### config.mk
export PLATFORM = sky130hd
export DESIGN_NAME = vic_config_regfile
export DESIGN_NICKNAME = d
export VERILOG_FILES = /design/src/rtl/vic_config_regfile.sv
export SDC_FILE = /design/constraint.sdc
export NUM_CORES = 1
export LEC_CHECK = 0
export BUFFER_PORTS_ARGS = -buffer_cell sky130_fd_sc_hd__buf_2
export CORE_MARGIN = 2
export CORE_UTILIZATION = 40
export CTS_CLUSTER_DIAMETER = 50
export DETAILED_ROUTE_END_ITERATION = 6
export MAX_ROUTING_LAYER = met4
export SLEW_MARGIN = 20
export SYNTH_ARGS = -nofsm -noshare
export SYNTH_HDL_FRONTEND = slang
export SYNTH_SLANG_ARGS = --single-unit
### constraint.sdc
create_clock -name clk -period 1.8 [get_ports clk]
set_input_delay 0.18 -clock clk [delete_from_list [all_inputs] [get_ports clk]]
set_output_delay 0.18 -clock clk [all_outputs]
set_load 0.01 [all_outputs]
### src/rtl/vic_config_regfile.sv
// VIC configuration/status register file: per-channel priorities, control (enable/lock),
// and per-channel pending bits captured on IRQ rising edges with write-1-to-clear.
module vic_config_regfile #(
    parameter int NUM_CH     = 31,
    parameter int PRIO_WIDTH = 4,
    parameter int ADDR_WIDTH = 6
) (
    input  logic                         clk,
    input  logic                         rst,
    input  logic [ADDR_WIDTH-1:0]        i_VIC_regaddr,
    input  logic [PRIO_WIDTH-1:0]        i_VIC_data,
    input  logic                         i_VIC_we,
    input  logic                         i_VIC_re,
    output logic [PRIO_WIDTH-1:0]        o_VIC_data,
    output logic                         o_VIC_rvalid,
    output logic                         o_VIC_werr,
    input  logic [NUM_CH-1:0]            i_irq,
    output logic                         o_enable,
    output logic                         o_lock,
    output logic [NUM_CH*PRIO_WIDTH-1:0] o_prio,
    output logic [NUM_CH-1:0]            o_pending
);

    // One extra address bit so map boundaries compare without overflow.
    localparam int AW1 = ADDR_WIDTH + 1;
    localparam logic [AW1-1:0] CTRL_ADDR = AW1'(NUM_CH);
    localparam logic [AW1-1:0] PEND_BASE = AW1'(NUM_CH + 1);
    localparam logic [AW1-1:0] MAP_END   = AW1'(2 * NUM_CH + 1);

    logic [AW1-1:0]               addr;
    logic [NUM_CH*PRIO_WIDTH-1:0] prio_q;
    logic                         enable_q;
    logic                         lock_q;
    logic [NUM_CH-1:0]            pending_q;
    logic [NUM_CH-1:0]            irq_q;
    logic [NUM_CH-1:0]            prio_sel;
    logic [NUM_CH-1:0]            pend_sel;
    logic [NUM_CH-1:0]            prio_nz;
    logic [NUM_CH-1:0]            pend_set;
    logic [NUM_CH-1:0]            pend_clr;
    logic                         ctrl_sel;
    logic                         mapped;
    logic                         wr_reject;
    logic                         rd_fire;
    logic [PRIO_WIDTH-1:0]        rd_data;

    assign addr = {1'b0, i_VIC_regaddr};

    always_comb begin
        prio_sel = '0;
        pend_sel = '0;
        prio_nz  = '0;
        for (int i = 0; i < NUM_CH; i++) begin
            prio_sel[i] = (addr == AW1'(i));
            pend_sel[i] = (addr == PEND_BASE + AW1'(i));
            prio_nz[i]  = |prio_q[PRIO_WIDTH*i +: PRIO_WIDTH];
        end
        ctrl_sel = (addr == CTRL_ADDR);
        mapped   = (addr < MAP_END);
    end

    // Zero-priority channels never latch a pending request.
    assign pend_set  = i_irq & ~irq_q & prio_nz;
    assign pend_clr  = (i_VIC_we && i_VIC_data[0]) ? pend_sel : '0;
    assign wr_reject = i_VIC_we && (!mapped || (lock_q && ((|prio_sel) || ctrl_sel)));
    assign rd_fire   = i_VIC_re && !i_VIC_we;

    always_comb begin
        rd_data = '0;
        for (int i = 0; i < NUM_CH; i++) begin
            if (prio_sel[i]) rd_data = prio_q[PRIO_WIDTH*i +: PRIO_WIDTH];
            if (pend_sel[i]) rd_data[0] = pending_q[i];
        end
        if (ctrl_sel) rd_data[1:0] = {lock_q, enable_q};
    end

    always_ff @(posedge clk) begin
        if (rst) begin
            prio_q       <= '0;
            enable_q     <= 1'b0;
            lock_q       <= 1'b0;
            pending_q    <= '0;
            irq_q        <= '0;
            o_VIC_data   <= '0;
            o_VIC_rvalid <= 1'b0;
            o_VIC_werr   <= 1'b0;
        end else begin
            irq_q <= i_irq;
            // Set is OR'd after the clear so a coincident edge keeps the bit.
            pending_q <= (pending_q & ~pend_clr) | pend_set;
            if (i_VIC_we && !lock_q) begin
                for (int i = 0; i < NUM_CH; i++) begin
                    if (prio_sel[i]) prio_q[PRIO_WIDTH*i +: PRIO_WIDTH] <= i_VIC_data;
                end
                if (ctrl_sel) begin
                    enable_q <= i_VIC_data[0];
                    lock_q   <= i_VIC_data[1];
                end
            end
            o_VIC_werr   <= wr_reject;
            o_VIC_rvalid <= rd_fire;
            if (rd_fire) o_VIC_data <= rd_data;
        end
    end

    assign o_enable  = enable_q;
    assign o_lock    = lock_q;
    assign o_prio    = prio_q;
    assign o_pending = pending_q;

endmodule

# Word-level counts from Yosys, hierarchy flattened
# Cells that the tools add are included.
# op_classes
n_lt_le_gt_ge,1
reduce_logical,75
muxes,64
eq_ne,62
n_bitwise,6
# op_table
op,count
$eq A6 B6 Y1 const B,31
$mux W4,31
$reduce_or A4 Y1,31
$eq A6 B5 Y1 const B,16
$and A31 B31 Y31,3
$reduce_and A2 Y1,32
$not A31 Y31,2
$eq A6 B4 Y1 const B,8
$mux W1,31
$mux W31,1
$or A31 B31 Y31,1
$reduce_or A31 Y1,1
$eq A6 B3 Y1 const B,4
$eq A6 B2 Y1 const B,2
$logic_not A7 Y1,1
$eq A6 B1 Y1 const B,1
$lt A6 B6 Y1 const B,1
$logic_and A1 B1 Y1,5
$logic_not A1 Y1,3
$logic_or A1 B1 Y1,2
$mux W2,1
# totals
output_inout_bits,163
elab_cells,246
reg_bits,194

# Depth between registers and ports, before layout
# Gate-level depths: netlist of run 1.
# depth
word_depth,64
ltp_mapped,11
depth_no_buf,7

# Least setup slack after synthesis of run 1
# Ideal clock, no wire load.
# synth_timing
kind,input to register
startpoint,in i_VIC_regaddr[0]
endpoint,reg o_VIC_data[0]
slack_ns,-0.127
n_path_buf,0
required_ns,1.665
setup_time_ns,0.135
cell_stages,7
arrival_ns,1.792
path_cell_list,or4b_1 -> a2111oi_2 -> nor3b_1 -> o31a_1 -> o211ai_1 -> a31o_1 -> a311oi_2
# synth_via
elab_chain_cells,64
# synth_lines
element,line,text
from (decl),10,"input logic [ADDR_WIDTH-1:0] i_VIC_regaddr,"
$logic_not A7 Y1,54,prio_sel[i] = (addr == AW1'(i));
$mux W4,71,if (prio_sel[i]) rd_data = prio_q[PRIO_WIDTH*i +: PRIO_WIDTH];
$mux W1,72,if (pend_sel[i]) rd_data[0] = pending_q[i];
$mux W4,71,
$mux W1,72,
$mux W4,71,
$mux W1,72,
$mux W4,71,
[48 not listed],n/a,
$mux W1,72,
$mux W4,71,
$mux W1,72,
$mux W4,71,
$mux W1,72,
$mux W4,71,
$mux W1,72,
$mux W2 (*),74,"if (ctrl_sel) rd_data[1:0] = {lock_q, enable_q};"
to (signal assigned),102,if (rd_fire) o_VIC_data <= rd_data;
to (decl),14,"output logic [PRIO_WIDTH-1:0] o_VIC_data,"
# Mark *: on every way between the ends. The rest lies on a longest branch, timed or not.
# A chain may end at the register's enable or synchronous reset.

# Worst setup path after layout of run 1
# layout_timing
startpoint,"reg prio_q[6], in the netlist o_prio[6]"
endpoint,reg o_VIC_data[2]
# layout_via
elab_chain_cells,30
# layout_lines
element,line,text
from (decl),31,logic [NUM_CH*PRIO_WIDTH-1:0] prio_q;
"from (signal, indexed assignment)",93,if (prio_sel[i]) prio_q[PRIO_WIDTH*i +: PRIO_WIDTH] <= i_VIC_data;
$mux W4 (30 in series),71,
# No other way between the ends.

==> results.md, run 1 <==
* Status: finished with violations
* Failing checks: setup timing
* Std-Cell Rows at 56
* FMAX at 484 MHz
* Layout net count at 1,607
* Bufs on Longest Clock Path at 2
* RSZ-0062 raised after global routing: yes
* Worst skew pair latency at 430 ps
* Post-Synth Simple-Gate Area at 28.8%
* H-tree Lvls at 4
* P&R area growth vs syn at 41.3%
* Die area at 24,800 sq um
* Mapped Cells at 1,183
* Tot GR Track Use at 31.1%
* Post-synth EDFFs at 0
* Share of cells above drive strength 1 at 32.5%
* Initial antenna violation count at 2
* PortBufs at 207
* Initial DRC count at 1,050
* Clock transition at the registers of the reported paths at 80 ps
* CP cell instances: mux4_2 > a222oi_1 > buf_4 > nand4_1 > o211ai_1 > a31o_1 > a221o_1 > a21oi_1
* Critical path's slowest cell: mux4_2
* Die width at 158 microns
* HP Class: in -> reg
* XOR/XNOR Fraction of Synth Area at 0%
* Final worst setup slack at -264 ps
* CP max FO at 2
* Tot Pwr at 9.38 mW
* Synth Register Bits at 194
* Arr. time, crit path at 2380 ps
* Setup TNS at -311 ps
* Largest family of logic cells by synthesized area: simple AND/OR/NAND/NOR gates
* Commonest non-fill, non-tap cell in the layout: buf_4
* Critical path data required time at 2110 ps
* GP Congestion at 0.988
* Post-DP HPWL at 28.6 mm
* Critical path endpoint category: flop
* Actual slew at the worst max-slew pin at 540 ps
* Top FF cell, synth: dfxtp_1
* Cell area after synthesis at 9430 sq um
* Worst Setup Start Kind: flop
* Final Slew Violations at 0
* Initial core utilization at 40.4%
* Drt via density at 5.72
* DRT Wirelength at 38.1 mm
* Sequential cell area fraction in the yosys report at 41.2%
* IO Count at 208
* Most frequent cells in the layout: 213 x buf_4, 206 x buf_2, 190 x dfxtp_1, 179 x a21oi_1, 169 x nand2_1
* Post-synthesis average cell area at 7.97 sq um
* Synth Area in Compound Gates at 21.6%
* Worst slack, placed at -678 ps
* Leak pwr at 5.57 nW
* Peak supply drop at 573 uV
* Final min period at 2060 ps
* Worst relative slew slack at 63.5%
* Final Skew at 10.8 ps
* Clk sinks at 194
* WS Path Type: reg -> reg
* Buffer and inverter count on the worst path at 1
* Mux contribution to synthesized area at 3.25%
* Post-route ant nets at 0
* Die height at 158 microns
* Final period util at 115%
* Max Cap Viol at 0
* Synth Warn # at 0
* Unique masters post-synth at 77
* First-pass GRT wire length at 57.2 mm
* GRT overflow at 0
* Final setup vio count at 3
* FFs w/ async S/R, synth at 0%
* Core area at 23,300 sq um
* Drt pass-1 iters at 6
* Vias in the first global route at 9,811
* Power Density at 704 nW/um^2
* Critical path's largest stage delay at 460 ps
* CTS tree: built
* Clk root buf: clkbuf_16
* Final Hold Vio Count at 0
* Clock buffers created by TritonCTS at 17
* Vias after detailed routing at 10,800
* Syn nets at 1,228
* Adder-cell area share of the yosys netlist at 0%
* Crit path max-delay family: compound AO/OA/AOI/OAI gates
* Per-cell routed wire length at 20.1 microns
* Post-route DRC at 0
* Largest net degree at the start of global routing at 72
* R2r setup slk at -260 ps
## final timing paths
path,depth (start not counted),startpoint,end
setup / recovery,8,o_prio[6],o_VIC_data[2]
hold / removal,2,i_VIC_we,o_VIC_werr
setup reg to reg,8,o_prio[6],o_VIC_data[2]
hold reg to reg,2,irq_q[1],o_pending[1]
## registers in the layout, summed over array words and instances, names as in the netlist
register	cells
irq_q	31
o_VIC_rvalid	1
o_lock	1
o_pending	31
o_prio	124
o_VIC_data	4
o_VIC_werr	1
o_enable	1
## Yosys cell counts (5+ instances only)
master	count	area (sq um)
a22oi_1	7	52.6
buf_4	5	37.5
nand2_1	169	634
or4_1	32	240
a221oi_1	7	61.3
mux2i_1	16	160
a31oi_1	5	31.3
nand4b_1	5	43.8
nand3b_1	32	240
clkbuf_1	75	282
nand4bb_1	6	67.6
buf_1	5	18.8
nand3_1	124	621
nor3_1	7	35.0
nand2b_1	10	62.6
nor2_1	44	165
buf_2	17	85.1
a22o_1	5	43.8
nor2b_1	42	263
o21ai_0	64	320
a211oi_1	6	45.0
dfxtp_1	194	3880
o22ai_1	14	87.6
a21oi_1	180	901
o21ai_1	6	30.0
o221ai_1	6	52.6
o211ai_1	5	37.5
## metal layers
layer | GRT usage, % | part of all wire (%) | vias up
met5 | - | 0 | -
met4 | 8.92 | 2.1 | 0
met3 | 4.60 | 7.0 | 56
met2 | 47.7 | 46 | 474
met1 | 42.6 | 45 | 5232
li1 | - | - | 5082
## metrics by stage
step | hold WS, ps | std cells | cell area [sq um] | utilization [%]
6_report | 102 | 1896 | 13300 | 57.1
5_1_grt | 102 | 1896 | 13300 | 57.1
4_1_cts | 90.0 | 1892 | 13300 | 57.0
3_5_place_dp | 412 | 1829 | 12300 | 52.9
3_3_place_gp | 402 | 1829 | 12300 | 52.9
2_1_floorplan | 308 | 1183 | 9510 | -
## cell families (layout without fill, tap and decap cells)
family                 count (synthesis)  in the layout
and+or+nand+nor                      508            508
other                                  0              2
buffers and inverters                111            503
AOI/OAI and AO/OA                    345            345
DFF                                  194            194
muxes                                 25             25
## repair_timing
item	in CTS	in global routing
resized for setup	20	2
pin swaps	14	4
hold buffers	31	0
setup buffers	0	2
gates cloned	0	0
setup endpoints to repair	3	4
hold endpoints to repair	32	0
## final cells by class
type                    instances  area, sq um
fillers                      2220        10000
multi-input cells             878         5190
flip-flops and latches        194         3890
repair buffers                466         3240
clock buffers                  20          457
well taps                     319          399
clock inverters                12          121
inverters                       5         18.8
diodes                          2         5.00
## power by group
part	internal [mW]	switching, mW
clock network	2.02	1.81
registers	4.35	0.0322
logic	0.511	0.661
No activity file was read; power rests on OpenSTA's default activity.
==> run 2: changes to the inputs <==
Settings changed: BUFFER_PORTS_ARGS -buffer_cell sky130_fd_sc_hd__buf_2 to unset, DONT_BUFFER_PORTS set to 1.
==> run 2 against run 1 <==
Against the previous run:
- the run ends with hold timing, setup timing left
- worst hold slack lost 290 ps
- clock power hardly changed
- non-clock buffer count down 236
- clock skew grew 7.6 ps
- largest cell class unchanged
- register-to-register slack improved by 110 ps
==> results.md, run 2 (synthesized netlist as in run 1, its figures left out) <==
* Clock transition at the registers of the reported paths at 80 ps (about the same)
* Layout net count at 1,371 (-15%)
* Sequential Power Share at 49.0% (+2.3 points)
* Initial antenna violation count at 0 (-2)
* FMAX at 511 MHz (+5.6%)
* Bufs on Longest Clock Path at 2 (unchanged)
* Post-DP HPWL at 25.6 mm (-11%)
* Net switching fraction of the power at 25.2% (-1.5 points)
* Final setup vio count at 2 (-1)
* WS Path Type: reg -> reg
* Critical path data required time at 2130 ps (+20 ps)
* CTS tree: built
* PortBufs at 0 (-100%)
* Post-route DRC at 0 (unchanged)
* Clock buffers created by TritonCTS at 17 (unchanged)
* Final Util at 51.5% (-5.6 points)
* Vias in the first global route at 9,473 (-3.4%)
* Die area at 24,800 sq um (unchanged)
* DRT Wirelength at 37.5 mm (-1.5%)
* Initial DRC count at 1,154 (+9.9%)
* Comb power frac at 8.5% (-4.0 points)
* Met2 routed WL at 17.1 mm (-1.8%)
* Initial core utilization at 40.4% (unchanged)
* Share of cells above drive strength 1 at 19.6% (-13 points)
* Final worst setup slack at -155 ps (+109 ps)
* Vias after detailed routing at 10,000 (-7.3%)
* Clk root buf: clkbuf_16
* Failing checks: hold timing, setup timing
* Placement Cell Area at 10,800 sq um (-12%)
* WL met3 at 3.49 mm (+30%)
* Peak supply drop at 519 uV (-9.5%)
* Die width at 158 microns (unchanged)
* Std-Cell Rows at 56 (unchanged)
* GRT overflow at 0 (unchanged)
* Largest net degree at the start of global routing at 195 (+170%)
* Per-cell routed wire length at 22.6 microns (+13%)
* IO Count at 208 (unchanged)
* Worst Setup Start Kind: flop
* Filler Cells Inserted at 2,265 (+2.0%)
* RSZ-0062 raised after global routing: yes
* Leak pwr at 4.39 nW (-21%)
* Final Skew at 18.4 ps (+7.61 ps)
* Final Hold Vio Count at 120 (+120)
* Final Slew Violations at 0 (unchanged)
* WHS at -192 ps (-294 ps)
* R2r setup slk at -160 ps (+110 ps)
* Final period util at 109% (-6.1 points)
* Tot GR Track Use at 30.2% (-0.84 points)
* Final min period at 1960 ps (-109 ps)
* Top Layer Used: met4
* Actual slew at the worst max-slew pin at 734 ps (+193 ps)
* Clk sinks at 194 (unchanged)
* Post-route ant nets at 0 (unchanged)
* Net switching power at 2.25 mW (-9.9%)
* HP Class: in -> reg
* Most frequent cells in the layout: 187 x dfxtp_1, 180 x a21oi_1, 175 x buf_4, 169 x nand2_1, 124 x nand3_1
* Max FFs per register at 124 (unchanged)
* Arr. time, crit path at 2290 ps (-90 ps)
* Clock power share at 42.4% (+1.6 points)
* H-tree Lvls at 4 (unchanged)
* Power Density at 745 nW/um^2 (+5.9%)
* WL met1 at 15.9 mm (-7.3%)
* Final instance area at 12,000 sq um (-9.9%)
* Max Cap Viol at 0 (unchanged)
* First-pass GRT wire length at 55.5 mm (-3.1%)
* # diodes at 0 (-2)
* Drt via density at 6.06 (+6.0%)
* Internal at 6.69 mW (-2.7%)
* P&R area growth vs syn at 27.4%
* Status: finished with violations
* Worst relative slew slack at 51.0% (-13 points)
* CP max FO at 2 (unchanged)
* Commonest non-fill, non-tap cell in the layout: dfxtp_1
* GP Congestion at 0.917 (-7.2%)
* Critical path endpoint category: flop
* Die height at 158 microns (unchanged)
* Drt pass-1 iters at 5 (-1)
* Worst skew pair latency at 440 ps (about the same)
* Core area at 23,300 sq um (unchanged)
-- run 2: changes by cell type in the layout (fill, tap and decap cells not counted), moves of 3 or more --
cell           previous run  this run
buf_12                   14         8
buf_2                   206         0
buf_4                   213       175
dfxtp_1                 190       187
dfxtp_2                   4         7
dlygate4sd3_1            31        43
inv_8                     3         0
-- run 2: area by class of cell --
cell class	count	area (sq um)	area share (%)
multi-input combinational	878	5190	43.2
sequential	194	3890	32.4
timing repair buffer	230	1950	16.2
clock buffer	21	460	3.83
tap	319	399	3.32
clock inverter	11	105	0.875
inverter	5	18.8	0.156
-- run 2: worst max-delay path, stage by stage, from the launching register on --
cell      delay, ps
dfxtp_1         310
mux4_2          470
a222oi_1        450
nand4_1         150
o211ai_1        120
a31o_1          160
a221o_1         140
a21oi_1          60
-- run 2: timing repair --
action,in CTS,in global routing
gates resized for setup,2,21
hold endpoints to repair,194,158
setup buffers,0,3
pin swaps,1,15
setup endpoints to repair,3,7
hold buffers,39,10
-- run 2: power groups by stage --
| stage | clock network (mW) | registers [mW] | logic (mW) |
|---|---|---|---|
| 2_1_floorplan | 0 | 4.48 | 0.552 |
| 3_3_place_gp | 0 | 4.48 | 0.589 |
| 3_5_place_dp | 0 | 4.49 | 0.592 |
| 4_1_cts | 3.83 | 4.38 | 0.652 |
| 5_1_grt | 3.99 | 4.39 | 0.813 |
| 6_report | 3.80 | 4.39 | 0.764 |
-- run 2: worst paths after layout --
path | start | endpoint | cells after the start
max | o_prio[14] | o_VIC_data[2] | 7
min | rst | o_pending[26] | 1
max reg2reg | o_prio[14] | o_VIC_data[2] | 7
min reg2reg | irq_q[8] | o_pending[8] | 2
-- run 2: stage by stage --
stage                     power (mW)  setup TNS [ps]  hold slack, ps  cells  setup WS (ps)
after floorplan                 5.03               0             308   1183           3.03
after global placement          5.07            -322             265   1576           -128
after detailed placement        5.08            -462             267   1576           -135
after CTS                       8.87            -113            -201   1647           -113
after global routing            9.20            -353            -205   1658           -216
final                           8.95            -189            -192   1658           -155
-- run 2: metal layers --
metal  up-vias  track usage [%]
met5         -                -
met4         0             11.0
li1       4599                -
met3        69             7.82
met1      4871             39.1
met2       509             45.5
